**src/rtl/pipe_stage_skid.sv**
```systemverilog
// Parametrised pipeline stage register with valid/ready handshake, two-entry skid
// buffer, synchronous flush and a saturating backpressure (stall) counter.
module pipe_stage_skid #(
    parameter int unsigned WIDTH          = 32,
    parameter int unsigned CLEAR_ON_FLUSH = 1,
    parameter int unsigned CNT_W          = 16
) (
    input  logic             clk,
    input  logic             reset,
    input  logic             flush,
    input  logic             in_valid,
    output logic             in_ready,
    input  logic [WIDTH-1:0] in_data,
    output logic             out_valid,
    input  logic             out_ready,
    output logic [WIDTH-1:0] out_data,
    input  logic             cnt_clr,
    output logic [CNT_W-1:0] stall_cnt
);

    typedef enum logic [1:0] {
        EMPTY = 2'd0,
        BUSY  = 2'd1,
        FULL  = 2'd2
    } state_t;

    state_t           state_q, state_d;
    logic [WIDTH-1:0] main_q, main_d;
    logic [WIDTH-1:0] skid_q, skid_d;
    logic [CNT_W-1:0] cnt_q, cnt_d;

    always_ff @(posedge clk or negedge reset) begin
        if (!reset) begin
            state_q <= EMPTY;
            main_q  <= '0;
            skid_q  <= '0;
            cnt_q   <= '0;
        end else begin
            state_q <= state_d;
            main_q  <= main_d;
            skid_q  <= skid_d;
            cnt_q   <= cnt_d;
        end
    end

    always_comb begin
        state_d = state_q;
        main_d  = main_q;
        skid_d  = skid_q;
        if (flush) begin
            state_d = EMPTY;
            if (CLEAR_ON_FLUSH != 0) begin
                main_d = '0;
                skid_d = '0;
            end
        end else begin
            unique case (state_q)
                EMPTY: begin
                    if (in_valid) begin
                        state_d = BUSY;
                        main_d  = in_data;
                    end
                end
                BUSY: begin
                    if (in_valid && out_ready) begin
                        main_d = in_data;
                    end else if (in_valid) begin
                        state_d = FULL;
                        skid_d  = in_data;
                    end else if (out_ready) begin
                        state_d = EMPTY;
                    end
                end
                FULL: begin
                    // Skid entry drains into main; in_ready is low so no new input here.
                    if (out_ready) begin
                        state_d = BUSY;
                        main_d  = skid_q;
                    end
                end
                default: state_d = EMPTY;
            endcase
        end
    end

    // Counter ignores flush: a backpressured flush cycle still counts.
    always_comb begin
        cnt_d = cnt_q;
        if (cnt_clr) begin
            cnt_d = '0;
        end else if (out_valid && !out_ready && (cnt_q != '1)) begin
            cnt_d = cnt_q + CNT_W'(1);
        end
    end

    assign out_valid = (state_q != EMPTY);
    assign in_ready  = (state_q != FULL);
    assign out_data  = main_q;
    assign stall_cnt = cnt_q;

endmodule

```
**config.mk**
```make
export PLATFORM = sky130hd
export DESIGN_NAME = pipe_stage_skid
export DESIGN_NICKNAME = d
export VERILOG_FILES = /design/src/rtl/pipe_stage_skid.sv
export SDC_FILE = /design/constraint.sdc
export NUM_CORES = 1
export LEC_CHECK = 0
export CORE_MARGIN = 2
export CORE_UTILIZATION = 45
export CTS_CLUSTER_SIZE = 10
export DETAILED_ROUTE_END_ITERATION = 10
export PLACE_DENSITY = 0.85
export SLEW_MARGIN = 20
export SYNTH_ARGS = -nofsm -noshare
export SYNTH_HDL_FRONTEND = slang
export SYNTH_SLANG_ARGS = --single-unit
```
**constraint.sdc**
```tcl
create_clock -name clk -period 2.17 [get_ports clk]
set_input_delay 0.5425 -clock clk [delete_from_list [all_inputs] [get_ports clk]]
set_output_delay 0.5425 -clock clk [all_outputs]
set_load 0.01 [all_outputs]
```
---- After elaboration in Yosys (flattened, before gate mapping) ----
Index checks and enable logic that the tools add are counted.
W data, S select, Z words.
word-level totals
  flip-flop bits (word level) ............. 82
  bits of input ports ..................... 38
  output and inout bits ................... 50
  logic and storage cells ................. 45
operators by class
  $add $sub $neg .......................... 1
  equality and inequality tests ........... 10
  muxes and demuxes ....................... 17
  reduce and logical (&&, ||, !) cells .... 13
operator list
  kind                     count
  $mux W32                 7
  $pmux W32 S3             1
  $mux W16                 2
  $add A16 B1 Y16 const B  1
  $ne A16 B16 Y1 const B   1
  $mux W2                  6
  $ne A3 B3 Y1 const B     4
  $reduce_and A4 Y1        2
  $reduce_bool A2 Y1       4
  $pmux W2 S3              1
  $ne A2 B2 Y1 const B     2
  $ne A4 B4 Y1 const B     1
  $reduce_bool A4 Y1       1
  $logic_and A1 B1 Y1      3
  $reduce_and A3 Y1        1
  $eq A2 B1 Y1 const B     1
  $eq A2 B2 Y1 const B     1
  $logic_not A2 Y1         1
  $logic_not A1 Y1         1

---- Depth between registers and ports, before layout ----
  word-level depth ........................ 5
  mapped depth ............................ 9
  mapped depth without buffers ............ 6

---- Worst setup path before layout ----
No wires, ideal clock.
  path kind ............................... flip-flop to flip-flop
  from .................................... register state_q[0]
  to ...................................... register cnt_q[13] (netlist: stall_cnt[13])
  setup time .............................. 0.125 ns
  arrival time ............................ 2.025 ns
  data required time ...................... 2.045 ns
  slack ................................... 0.020 ns
  cell stages (with the launch flop) ...... 7
  buffers on the path ..................... 0
  clock period less this slack ............ 2.150 ns
  cells stage by stage .................... dfrtp_1 inv_1 ha_1 or2_4 or4_4 nor3_1 mux2_2
between the ends
  longest elaborated chain between the ends .. 4
RTL lines
  item                                 line  source
  start, declared                      27    state_t state_q, state_d;
  start signal, assigned               39    state_q <= state_d;
  $reduce_bool A2 Y1                   96    assign out_valid = (state_q != EMPTY);
  $logic_and A1 B1 Y1 (2 in series)    91    end else if (out_valid && !out_ready && (cnt_q != '1)) begin
  $reduce_bool A2 Y1 (no source line)  -
  end signal, assigned                 42    cnt_q <= cnt_d;
  end, declared                        30    logic [CNT_W-1:0] cnt_q, cnt_d;
No other way between the ends.
A chain may end at the register's enable or synchronous reset.

---- Final worst setup path ----
  from .................................... register state_q[0]
  to ...................................... register cnt_q[14] (netlist: stall_cnt[14])
The elaborated chain is that of the path after synthesis.

==> results.sh <==
export IMPL_detail_route_antenna_nets=0
export IMPL_syn_num_nets=455
export IMPL_syn_avg_cell_area_um2=9.61
export IMPL_cts_setup_buffers=0
export IMPL_setup_viol=0
export IMPL_cts_sinks=82
export IMPL_cts_buffers_inserted=9
export IMPL_crit_arrival_ps=2270
export IMPL_ir_drop_v=0.000487
export IMPL_cts_max_level=3
export IMPL_gp_congestion=0.816
export IMPL_synthMuxAreaShare_pct=10.4
export IMPL_cp_required_ps=2390
export IMPL_final_common_cell="clkdlybuf4s50_1"
export IMPL_hold_buffers=0
export IMPL_insertion_delay_ps=340
export IMPL_cellLeakagePower_nw=2.11
export IMPL_synth_compound_area_share_pct=13.7
export IMPL_outcome="finished, final reports clean"
export IMPL_rrSetupSlack_ps=120
export IMPL_max_cap_violations=0
export IMPL_nets=542
export IMPL_fin_crit_sh_pct=94.3
export IMPL_seq_power_share_pct=43.6
export IMPL_wl_per_cell_um=15.0
export IMPL_vias=3342
export IMPL_antenna_found_initial=0
export IMPL_synth_xor_area_share_pct=0.221
export IMPL_maxSlewViolCount=0
export IMPL_cts_tree="built"
export IMPL_path_max_fanout=4
export IMPL_grt_pass1_wl_um=15500
export IMPL_synth_cell_types=37
export IMPL_finish_utilization_pct=60.4
export IMPL_avgViaCountPerCell=5.47
export IMPL_fin_crit_ps=2050
export IMPL_cp_slowest_cell="or4_4"
export IMPL_root_buffer="clkbuf_8"
export IMPL_rsz0062_at_grt="false"
export IMPL_end_kind="flip-flop"
export IMPL_worst_pin_slew_ps=654
export IMPL_coreArea_um2=8640
export IMPL_p_per_area_nw_per_um2=815
export IMPL_grt_usage_pct=19.7
export IMPL_synthSimpleGateAreaFrac_pct=18.5
export IMPL_finalWirelength_um=9150
export IMPL_num_antenna_cells=0
export IMPL_netlist_area_um2=3960
export IMPL_dieArea_um2=9560
export IMPL_clkPwrFrac_pct=25.7
export IMPL_die_w_um=97.8
export IMPL_worstHoldPathType="input port to async pin"
export IMPL_p_switching_w=0.00131
export IMPL_dp_hpwl_um=6360
export IMPL_grt_max_degree=51
export IMPL_ys_seq_area_share_pct=51.8
export IMPL_startpoint_type="flip-flop"
export IMPL_clockBufferDepth=2
export IMPL_p_total_w=0.00425
export IMPL_hold_viol=0
export IMPL_port_buffers=87
export IMPL_yosysWarnings=0
export IMPL_critical_path_class="flip-flop to flip-flop"
export IMPL_row_count=34
export IMPL_clkTransAtPathRegs_ps=80
export IMPL_syn_to_final_growth_pct=31.7
export IMPL_p_int_w=0.00294
export IMPL_drt_initial_drc_count=98
export IMPL_skew_ps=4.67
export IMPL_clock_fmax_mhz=489
export IMPL_fillers=728
export IMPL_crit_chain="inv_1, ha_1, or2_4, or4_4, nor2_1, mux2_2"
export IMPL_ys_ff_latch=82
export IMPL_tns_ps=0
export IMPL_final_cell_mix="clkdlybuf4s50_1, dfrtp_1, nand2_1, nor2_1, a21oi_1"
export IMPL_max_stage_delay_ps=540
export IMPL_syn_inst=412
export IMPL_grt_pass1_vias=3396
export IMPL_p_comb_share_pct=30.7
export IMPL_top_level_ports=88
export IMPL_gr_total_overflow=0
export IMPL_die_h_um=97.8
export IMPL_start_util_pct=45.8
export IMPL_synth_top_family_by_area="simple AND/OR/NAND/NOR gates"
export IMPL_fin_hold_ws_ps=142
export IMPL_p_sw_share_pct=30.8
export IMPL_yosys_area_share_adder_pct=1.58
export IMPL_drc=0
export IMPL_drive_gt1_share_pct=10.3
export IMPL_firstDrtPassIters=4
export IMPL_slew_headroom_pct=56.4
[registers in the layout, summed over array words and instances (netlist names)]
signal	flops
state_q	2
stall_cnt	16
out_data	32
skid_q	32
[logic make-up after synthesis]
| kind of cell | Yosys count |
|---|---|
| DFF | 82 |
| adders and majority gates | 5 |
| muxes | 40 |
| buffers and inverters | 38 |
| AOI/OAI and AO/OA | 86 |
| and+or+nand+nor | 160 |
| xor gates and xnor gates | 1 |
[cells in the mapped netlist (all sizes together)]
| library cell | count | area (um^2) |
|---|---|---|
| a211oi | 33 | 248 |
| a21oi | 40 | 200 |
| a221oi | 1 | 8.76 |
| and2 | 1 | 6.26 |
| and3 | 1 | 6.26 |
| and4 | 1 | 8.76 |
| buf | 12 | 51.3 |
| clkbuf | 17 | 63.8 |
| dfrtp | 82 | 2050 |
| ha | 5 | 62.6 |
| inv | 9 | 33.8 |
| mux2 | 8 | 90.1 |
| mux2i | 32 | 320 |
| nand2 | 74 | 278 |
| nand3 | 3 | 15.0 |
| nand4 | 6 | 43.8 |
| nor2 | 45 | 169 |
| nor2b | 8 | 50.1 |
| nor3 | 6 | 30.0 |
| nor4 | 5 | 46.3 |
| o21ai | 4 | 20.0 |
| o21bai | 1 | 7.51 |
| o221a | 1 | 11.3 |
| o31a | 1 | 8.76 |
| o31ai | 4 | 30.0 |
| o41ai | 1 | 8.76 |
| or2 | 2 | 15.0 |
| or3 | 4 | 30.0 |
| or4 | 4 | 33.8 |
| xnor2 | 1 | 8.76 |
[final timing paths]
path                                  from             to  depth (start not counted)
worst min-delay path                 reset  stall_cnt[15]                          1
max in group asynchronous            reset    out_data[7]                          2
worst min register to register   skid_q[0]      skid_q[0]                          2
worst max-delay path            state_q[0]  stall_cnt[14]                          6
min in group clk                 skid_q[0]      skid_q[0]                          2
worst max register to register  state_q[0]  stall_cnt[14]                          6
[power by group through the flow]
stage / clock, W / combinational, W / sequential, W
after floorplan: 0 / 0.000582 / 0.00194
after global placement: 0 / 0.00129 / 0.00188
after detailed placement: 0 / 0.00132 / 0.00188
after CTS: 0.00112 / 0.00132 / 0.00185
after global routing: 0.00119 / 0.00143 / 0.00188
final: 0.00109 / 0.00131 / 0.00185
[stage by stage]
stage | std cells | worst slack (ps) | area, um^2
after floorplan | 412 | 20.3 | 3960
after global placement | 596 | -285 | 5020
after detailed placement | 596 | -290 | 5020
after CTS | 611 | 37.0 | 5210
after global routing | 611 | 6.85 | 5210
final | 611 | 125 | 5210
[metal layers]
layer  share of wire (%)  wire length [um]  track usage (%)  up-vias
li1                    -                 -                -     1621
met1                  44              4060             25.2     1638
met2                  50              4540             33.3       75
met3                 5.1               471             5.44        8
met4                0.90                82             5.02        0
met5                   0                 0                0        -
[layout make-up]
| class | count | area (um^2) | share of cell area (%) |
|---|---|---|---|
| Tap cell | 108 | 135 | 2.59 |
| Multi-Input combinational cell | 292 | 1770 | 33.9 |
| Sequential cell | 82 | 2050 | 39.4 |
| Clock inverter | 4 | 51.3 | 0.984 |
| Timing Repair Buffer | 105 | 1030 | 19.8 |
| Inverter | 9 | 33.8 | 0.648 |
| Clock buffer | 11 | 141 | 2.71 |
[worst max-delay path, delay by kind of cell (launching register included)]
kind / cells / cell delay [ps]
mux: 1 / 340
buf+inv: 1 / 70
simple gates: 3 / 950
flops: 1 / 360
fa+ha+maj: 1 / 210
[what timing repair did]
| action | CTS | global route |
|---|---|---|
| cloned | 0 | 0 |
| gates resized for setup | 2 | 1 |
| setup endpoints to repair | 2 | 1 |
| pin swaps | 0 | 1 |
Power figures use the tool's default switching activity.
==> RTL change 1, RTL diff (same flow settings) <==
The parameter `CLEAR_ON_FLUSH` goes from 1 to 0.
--- a/src/rtl/pipe_stage_skid.sv
+++ b/src/rtl/pipe_stage_skid.sv
@@ -4,3 +4,3 @@
     parameter int unsigned WIDTH          = 32,
-    parameter int unsigned CLEAR_ON_FLUSH = 1,
+    parameter int unsigned CLEAR_ON_FLUSH = 0,
     parameter int unsigned CNT_W          = 16
Behaviour: not the same (Yosys sat finds a counterexample within 4 cycles, from zero or initial values and one cycle with reset low).
==> RTL change 1 against the unedited design <==
- synthesized area decreased by 1.4%
- sequential cell count unchanged
- power decreased by 2.7%
- cell area increased by 0.41%
- wire length decreased by 12%
- count of clock-buffer cells in the layout unchanged
- worst setup slack improved by 0.012 ns
- synthesized cell count decreased by 30%
- combinational power decreased by 34%
==> RTL change 1: results (changes against the unedited design) <==
* Iteration-0 DRC Markers at 54 (-45%)
* Worst R2R Start: stall_cnt[0]$_DFFE_PN0P_
* Slew Limit Headroom at 60.2% (+3.8 points)
* Global placement routability congestion at 0.808 (-0.91%)
* Nets@finish at 426 (-21%)
* Vias in the first global route at 2814 (-17%)
* Synthesized net count at 328 (-28%)
* Via density at 5.43 (-0.64%)
* Period utilization at 93.7% (-0.57 points)
* Tot GR Track Use at 17.9% (-1.7 points)
* Clk_skew at 0.00982 ns (+0.00516 ns)
* Share of layout cells above drive strength 1 at 37.8% (+27 points)
* Cells after Synth at 289 (-30%)
* Fill cells at 669 (-8.1%)
* Drt wl/cell at 16.3 um (+8.6%)
* Finished Layout Cells at 497 (-19%)
* Outcome: finished clean
* CP Max Fanout at 7 (+3)
* Post-synth cell types at 42 (+14%)
* Slowest cell on the critical path: clkdlybuf4s50_1
* First-pass GRT wire length at 13700 um (-12%)
* Cell Area, Placed at 5000 um2 (-0.45%)
* Dpl ws at -0.107 ns (+0.184 ns)
* VDD IR max at 0.368 mV (-24%)
* Dpl cells at 481 (-19%)
* HPWL after DPL at 5580 um (-12%)
## RTL change 1: final cells by class
| type | count | area, um2 | share of cell area [%] |
|---|---|---|---|
| Sequential cell | 82 | 2050 | 39.2 |
| Multi-Input combinational cell | 191 | 1780 | 34.0 |
| Timing Repair Buffer | 101 | 1030 | 19.6 |
| Clock buffer | 11 | 131 | 2.51 |
| Tap cell | 105 | 131 | 2.51 |
| Clock inverter | 5 | 103 | 1.96 |
| Inverter | 2 | 7.51 | 0.143 |
## RTL change 1: path summary, 6_finish.rpt
| kind | to | slack [ns] | depth (start not counted) |
|---|---|---|---|
| max | in_ready | 0.14 | 2 |
| max in group asynchronous | out_data[15]$_DFFE_PN0P_ | 1.39 | 2 |
| max reg2reg | stall_cnt[9]$_DFFE_PN0P_ | 0.35 | 6 |
| min reg2reg | skid_q[13]$_DFFE_PN0P_ | 0.51 | 1 |
| min in group clk | skid_q[13]$_DFFE_PN0P_ | 0.51 | 1 |
| min | skid_q[20]$_DFFE_PN0P_ | 0.14 | 1 |
## RTL change 1: logic make-up after synthesis
kind of cell | synth area share, %
muxes | 29.8
DFF | 52.6
and+or+nand+nor | 11.1
AOI/OAI and AO/OA | 4.04
buffers and inverters | 2.15
adders and majority gates | 0.321
## RTL change 1: per-layer routing
layer	wire length [um]	global-route usage, %	vias to the layer above
met1	3600	22.9	1361
met4	80	4.88	0
li1	-	-	1256
met3	425	4.82	7
met2	3980	30.2	77
met5	0	0	-
## RTL change 1: power by group
group | internal [mW] | total, mW | leakage [nW] | switching (mW)
Combinational | 0.570 | 0.867 | 1.08 | 0.297
Clock | 0.764 | 1.30 | 0.114 | 0.532
Sequential | 1.82 | 1.97 | 1.02 | 0.147
## RTL change 1: critical path, delay by kind of cell, from the launching register on
kind,cells,cell delay (ns)
buf+inv,1,0.50
simple gates,1,0.21
flops,1,0.45
## RTL change 1: timing repair
item	in CTS	in global routing
gates resized for setup	0	3
hold buffers	0	0
setup endpoints to repair	0	1
hold endpoints to repair	0	0
==> RTL change 2, RTL diff (config.mk and constraints unchanged) <==
Made on the original files. Register the output `stall_cnt` once more, cleared by the reset; this adds one clock of latency there. The other outputs are not delayed to match.
--- a/src/rtl/pipe_stage_skid.sv
+++ b/src/rtl/pipe_stage_skid.sv
@@ -98,3 +98,9 @@
     assign out_data  = main_q;
-    assign stall_cnt = cnt_q;
+    always_ff @(posedge clk or negedge reset) begin
+        if (!reset) begin
+            stall_cnt <= '0;
+        end else begin
+            stall_cnt <= cnt_q;
+        end
+    end
 
Function: changed (a bounded check fails within 4 cycles, from zero or initial values and one cycle with reset low).
==> RTL change 2 against the unedited design <==
- sequential cell count increased by 16
- utilization down 0.50 points
- synthesized area up 6.0%
- cell area grew 5.1%
- wire length increased by 1.1%
- sequential share of layout area grew 5.4 points
- worst setup slack better by 0.060 ns
- worst hold slack got worse by 0.10 ns
- die area increased by 5.8%
- power grew 8.2%
==> RTL change 2: results (changes against the unedited design) <==
* Dpl ws at 0.0453 ns (+0.335 ns)
* Post-CTS Setup Inserts at 1 (+1)
* Register area share after synthesis at 58.4% (+6.6 points)
* VDD IR max at 0.480 mV (-1.6%)
* Clock Sinks at 98 (+20%)
* Clk slew on worst S/H paths at 0.11 ns (+0.03 ns)
* Outcome: finished clean
* Iteration-0 DRC Markers at 117 (+19%)
* Slowest cell on the critical path: dfrtp_1
* Synthesized net count at 401 (-12%)
* Fill cells at 708 (-2.7%)
* Hold Slack at 0.0387 ns (-0.104 ns)
* Global placement routability congestion at 0.799 (-2.0%)
* Cell Area, Placed at 5280 um2 (+5.2%)
* Via density at 5.65 (+3.2%)
* Largest net degree at the start of global routing at 59 (+16%)
* Vias in the first global route at 3153 (-7.2%)
* XOR/XNOR Fraction of Synth Area at 0.209% (-0.013 points)
* Setup slack, reg-to-reg at 0.18 ns (+0.06 ns)
* Clk_skew at 0.0138 ns (+0.00918 ns)
* Final instance area at 5480 um2 (+5.1%)
* R2r worst-path depth at 5 (-1)
* Drt wl/cell at 16.5 um (+10%)
* Area contributors post-synth: dfrtp_1 (58%), mux2i_1 (7.6%), a22o_1 (6.7%)
* Worst R2R Start: cnt_q[1]$_DFFE_PN0P_
* Cells after Synth at 358 (-13%)
* Post-synthesis adder-cell area fraction at 1.49% (-0.090 points)
* First-pass GRT wire length at 15400 um (-0.85%)
* Synth Area in Compound Gates at 16.8% (+3.1 points)
* Tot GR Track Use at 19.0% (-0.65 points)
* LEAKAGE at 2.32 nW (+10%)
* Mux contribution to synthesized area at 8.71% (-1.7 points)
* Dpl cells at 544 (-8.7%)
* Reg-to-Reg End: cnt_q[14]$_DFFE_PN0P_
==> RTL change 2: area by class of cell <==
type	count	share of cell area, %
Sequential cell	98	44.7
Multi-Input combinational cell	225	29.4
Timing Repair Buffer	104	19.3
Tap cell	111	2.53
Clock buffer	10	2.51
Clock inverter	6	1.05
Inverter	7	0.479
==> RTL change 2: layer usage <==
layer	global-route usage [%]	vias to the layer above	wire [um]
met5	0	-	0
met4	5.58	0	64
met3	3.33	5	347
met2	31.1	75	4570
met1	26.2	1591	4260
li1	-	1496	-
==> RTL change 2: power breakdown <==
part           leakage [nW]  total, mW  switching [mW]  internal (mW)
combinational         0.882       1.31           0.632          0.676
clock                 0.101       1.14           0.666          0.476
sequential             1.33       2.15           0.119           2.03
==> RTL change 2: worst reg2reg max path: stages, from the launching register on <==
cell and delay [ns]:
dfrtp_1 0.44, ha_1 0.27, nand3_1 0.14, or2_0 0.34
nor4_1 0.33, mux2_2 0.36
